[config.mk]
export PLATFORM = sky130hd
export DESIGN_NAME = vpu_op_issuer
export DESIGN_NICKNAME = d
export VERILOG_FILES = /design/src/rtl/vpu_issue_pkg.sv /design/src/rtl/vpu_wait_timer.sv /design/src/rtl/vpu_op_issuer.sv
export SDC_FILE = /design/constraint.sdc
export NUM_CORES = 1
export LEC_CHECK = 0
export ABC_AREA = 0
export CAP_MARGIN = 20
export CELL_PAD_IN_SITES_DETAIL_PLACEMENT = 0
export CELL_PAD_IN_SITES_GLOBAL_PLACEMENT = 2
export CORE_ASPECT_RATIO = 1.5
export CORE_MARGIN = 2
export CORE_UTILIZATION = 31
export CTS_BUF_LIST = sky130_fd_sc_hd__clkbuf_8
export CTS_CLUSTER_SIZE = 8
export DETAILED_ROUTE_END_ITERATION = 10
export PLACE_DENSITY = 0.95
export SETUP_SLACK_MARGIN = 0.2
export SYNTH_ARGS = -nofsm -noshare
export SYNTH_HDL_FRONTEND = slang
export SYNTH_HIERARCHICAL = 1
export SYNTH_SLANG_ARGS = --single-unit
export TNS_END_PERCENT = 30
[constraint.sdc]
create_clock -name clk -period 2.8 [get_ports clk]
set_input_delay 0.84 -clock clk [delete_from_list [all_inputs] [get_ports clk]]
set_output_delay 0.84 -clock clk [all_outputs]
set_load 0.03 [all_outputs]
[src/rtl/vpu_issue_pkg.sv]
// vpu_issue_pkg: shared FSM state type and encodings for the VPU operation issuer.
package vpu_issue_pkg;

  localparam int STATE_W = 2;

  typedef enum logic [STATE_W-1:0] {
    IDLE  = 2'b00,
    ISSUE = 2'b01,
    WAIT  = 2'b10,
    RESP  = 2'b11
  } state_e;

endpackage

[src/rtl/vpu_wait_timer.sv]
// vpu_wait_timer: clearable saturating cycle counter with a compare against
// the watchdog limit. The compare output is only consumed when the issuer is
// built with VPU_OP_ISSUER_TIMEOUT_EN.
module vpu_wait_timer #(
  parameter int WAIT_CNT_W     = 8,
  parameter int TIMEOUT_CYCLES = 64
) (
  input  logic                  clk,
  input  logic                  rst_n,
  input  logic                  clr,
  input  logic                  en,
  output logic [WAIT_CNT_W-1:0] cnt,
  output logic                  timeout
);

  localparam logic [WAIT_CNT_W-1:0] TIMEOUT_VAL = WAIT_CNT_W'(TIMEOUT_CYCLES);

  // Increment that sticks at all-ones instead of wrapping.
  function automatic logic [WAIT_CNT_W-1:0] sat_inc(input logic [WAIT_CNT_W-1:0] v);
    return (&v) ? v : v + 1'b1;
  endfunction

  // Counter register: clear has priority over counting.
  always_ff @(posedge clk) begin
    if (!rst_n) begin
      cnt <= '0;
    end else if (clr) begin
      cnt <= '0;
    end else if (en) begin
      cnt <= sat_inc(cnt);
    end
  end

  // Watchdog compare on the current count value.
  always_comb begin
    timeout = (cnt == TIMEOUT_VAL);
  end

endmodule

[src/rtl/vpu_op_issuer.sv]
// vpu_op_issuer: accepts one operation request at a time, pulses start to an
// external execution counter, waits for its done pulse while measuring the
// wait time, then returns the tag and measured cycles on a response handshake.
// Optional macro VPU_OP_ISSUER_TIMEOUT_EN adds a watchdog that forces an error
// response after TIMEOUT_CYCLES wait cycles.
module vpu_op_issuer
  import vpu_issue_pkg::*;
#(
  parameter int MAX_DELAY_LG2  = 4,
  parameter int ID_W           = 4,
  parameter int WAIT_CNT_W     = 8,
  parameter int TIMEOUT_CYCLES = 64
) (
  input  logic                     clk,
  input  logic                     rst_n,
  input  logic                     req_valid_i,
  output logic                     req_ready_o,
  input  logic [MAX_DELAY_LG2-1:0] req_delay_i,
  input  logic [ID_W-1:0]          req_id_i,
  output logic                     start_o,
  output logic [MAX_DELAY_LG2-1:0] count_o,
  input  logic                     done_i,
  output logic                     rsp_valid_o,
  input  logic                     rsp_ready_i,
  output logic [ID_W-1:0]          rsp_id_o,
  output logic [WAIT_CNT_W-1:0]    rsp_cycles_o,
  output logic                     rsp_err_o,
  output logic                     busy_o
);

  state_e                   state_q;
  state_e                   state_d;
  logic [ID_W-1:0]          id_q;
  logic [MAX_DELAY_LG2-1:0] delay_q;
  logic [WAIT_CNT_W-1:0]    cycles_q;
  logic                     timer_clr;
  logic                     timer_en;
  logic [WAIT_CNT_W-1:0]    wait_cnt;
  logic                     timeout_hit;

  vpu_wait_timer #(
    .WAIT_CNT_W     (WAIT_CNT_W),
    .TIMEOUT_CYCLES (TIMEOUT_CYCLES)
  ) u_wait_timer (
    .clk     (clk),
    .rst_n   (rst_n),
    .clr     (timer_clr),
    .en      (timer_en),
    .cnt     (wait_cnt),
    .timeout (timeout_hit)
  );

`ifdef VPU_OP_ISSUER_TIMEOUT_EN
  localparam logic [WAIT_CNT_W-1:0] TIMEOUT_VAL = WAIT_CNT_W'(TIMEOUT_CYCLES);
  logic err_q;
`else
  logic timeout_unused;
  assign timeout_unused = timeout_hit;
`endif

  // State register.
  always_ff @(posedge clk) begin
    if (!rst_n) begin
      state_q <= IDLE;
    end else begin
      state_q <= state_d;
    end
  end

  // Next-state and control outputs; handshake/status outputs are forced low
  // while reset is asserted so an aborted operation never shows a response.
  always_comb begin
    state_d     = state_q;
    req_ready_o = 1'b0;
    start_o     = 1'b0;
    rsp_valid_o = 1'b0;
    count_o     = '0;
    timer_clr   = 1'b0;
    timer_en    = 1'b0;
    busy_o      = rst_n && (state_q != IDLE);
    unique case (state_q)
      IDLE: begin
        req_ready_o = 1'b1;
        if (req_valid_i) state_d = ISSUE;
      end
      ISSUE: begin
        start_o   = rst_n;
        count_o   = delay_q;
        timer_clr = 1'b1;
        state_d   = WAIT;
      end
      WAIT: begin
        count_o  = delay_q;
        timer_en = 1'b1;
        if (done_i) begin
          state_d = RESP;
`ifdef VPU_OP_ISSUER_TIMEOUT_EN
        end else if (timeout_hit) begin
          state_d = RESP;
`endif
        end
      end
      RESP: begin
        rsp_valid_o = rst_n;
        if (rsp_ready_i) state_d = IDLE;
      end
      default: state_d = IDLE;
    endcase
  end

  // Request capture on acceptance and result capture on leaving WAIT.
  // A zero delay is promoted to one so the execution counter always runs.
  always_ff @(posedge clk) begin
    if (!rst_n) begin
      id_q     <= '0;
      delay_q  <= '0;
      cycles_q <= '0;
`ifdef VPU_OP_ISSUER_TIMEOUT_EN
      err_q    <= 1'b0;
`endif
    end else begin
      if (state_q == IDLE && req_valid_i) begin
        id_q    <= req_id_i;
        delay_q <= (req_delay_i == '0) ? MAX_DELAY_LG2'(1) : req_delay_i;
      end
      if (state_q == WAIT) begin
        if (done_i) begin
          cycles_q <= wait_cnt;
`ifdef VPU_OP_ISSUER_TIMEOUT_EN
          err_q    <= 1'b0;
        end else if (timeout_hit) begin
          cycles_q <= TIMEOUT_VAL;
          err_q    <= 1'b1;
`endif
        end
      end
    end
  end

  assign rsp_id_o     = id_q;
  assign rsp_cycles_o = cycles_q;
`ifdef VPU_OP_ISSUER_TIMEOUT_EN
  assign rsp_err_o    = err_q && rst_n;
`else
  assign rsp_err_o    = 1'b0;
`endif

endmodule

==> results.cfg <==
[outcome]
outcome = finished clean

[finish]
drive_gt1_share_pct = 7.78
seqCellArea_um2 = 520
syn_to_final_growth_pct = 29.7
fin_util_pct = 41.2
multiInputGateArea_um2 = 716
diodes = 0
final_area_um2 = 1700
nets = 201
fillCellCount = 435

[clock_tree]
cts_buffers = 3
cts.reportedPaths.clkPinSlew_ns = 0.09
cts_tree = done
clock_sinks = 26
insertion_delay_ns = 0.27
cts_buffer_depth = 2
cts_htree_levels = 1
cts_root_buf = clkbuf_8
holdBufCountCts = 0
cts_setup_buffers = 0

[global_routing]
grt_pass1_wl_um = 5000
grt_pass1_vias = 1169
grt_antenna_before_repair = 0
grt_max_degree = 22
gr-total-overflow = 0
track_usage_pct = 12.8

[drt]
num_vias = 1144
drt_iter0_drc = 25
dr.pass1.iters = 3
drt-vias-per-instance = 5.06
drt.antenna.violating_nets = 0
drc = 0
drt-total-wl_um = 2840
detail_route.wl_per_cell_um = 12.5

[floorplan]
initial_core_util_pct = 31.7
die_h_um = 83.7
io_pins = 34
die_area_um2 = 4780
die-width_um = 57.1
core.rowCount = 29
core_um2 = 4140

[timing]
fin_tns_setup_ns = 0
slew_violations = 0
finalCritPeriodShare_pct = 89.2
fin_hold_ws_ns = 0.461
post-route-min-period_ns = 2.50
fin_skew_ns = 0.00289
hold_viol_final = 0
fmax_mhz = 401
setup_viol = 0
rsz0062_at_grt = yes

[setup_path]
arrival_ns = 1.66
endpoint_kind = output pin
worstPathRequired_ns = 1.96
crit_type = reg2out
critical_path.startpoint_type = flop
path_max_fanout = 5

[run]
cap_violations = 0

[synthesis]
netlist_instances = 151
synth_area_um2 = 1310
syn_area_per_cell_um2 = 8.69
syn-num-nets = 171
yosys_warnings = 6

[worst_hold_path]
hp-class = reg2reg

[place]
portBuffers = 32
hpwl_um = 2270
place_area_um2 = 1640
gp_congestion = 0.816

[pwr]
power_per_cell_area_nw_per_um2 = 715
power.total_uw = 1220
p_leak_uw = 0.000626
ir_worst_vdd_uv = 435
-- per-stage QoR --
step / std cells / worst slack [ns]
floorplan: 151 / 0.600
global placement: 222 / 0.299
detailed placement: 222 / 0.295
CTS: 226 / 0.256
global route: 226 / 0.180
finish: 226 / 0.304
-- final cells by class --
cell class	count	area share, %
clock buffers	3	2.42
repair buffers	33	18.4
well taps	46	3.38
clock inverters	1	1.76
flip-flops and latches	26	30.6
multi-input cells	111	42.0
inverters	6	1.47
-- routing by layer --
metal  track usage, %  up-vias  part of all wire (%)
met4             2.96        0                   1.1
met1             14.1      538                    39
met5                0        -                     0
met2             24.2       30                    56
li1                 -      572                     -
met3             2.64        4                   4.8
-- final timing paths --
path,from,endpoint,slack (ns),cells after the start
setup reg to reg,state_q[0],u_wait_timer/cnt[5],1.29,5
hold reg to reg,delay_q[3],delay_q[3],0.46,2
hold / removal,delay_q[3],delay_q[3],0.46,2
setup / recovery,state_q[1],count_o[3],0.30,4
-- critical path, cell delays in order (launching register included) --
cell,delay [ns]
dfxtp_1,0.41
inv_1,0.08
ha_1,0.35
and2_1,0.14
dlygate4sd2_1,0.40
-- layout by cell type, fill, tap and decap left out, types with 2 or more instances in the layout --
cell	count
nand3_1	9
and3_1	2
ha_1	7
dfxtp_1	26
o21ai_1	2
and2_1	7
and4_1	2
clkdlybuf4s15_1	2
nand2_1	34
nand4_1	2
clkdlybuf4s50_1	24
a21boi_0	10
inv_1	5
a21boi_1	6
buf_4	4
mux2i_1	3
dlygate4sd2_1	2
nor3_1	3
a211oi_1	3
nor2b_1	2
a21oi_1	3
clkbuf_8	3
-- timing repair --
item                                    4_1_cts  5_1_grt
endpoints found under the setup margin        5        4
hold endpoints to repair                      0        0
resized for setup                             5        4
-- power by group --
group          total (uW)  internal, uW  switching, uW
logic                 459           178            282
clock network         314           191            123
registers             445           411           34.1
total                1220           780            438
-- registers in the layout, summed over array words and instances, names as in the netlist --
name and flops:
delay_q 4, rsp_cycles_o 8, rsp_id_o 4, state_q 2, u_wait_timer/cnt 8
Note: power is estimated with default switching activity, not from simulation.
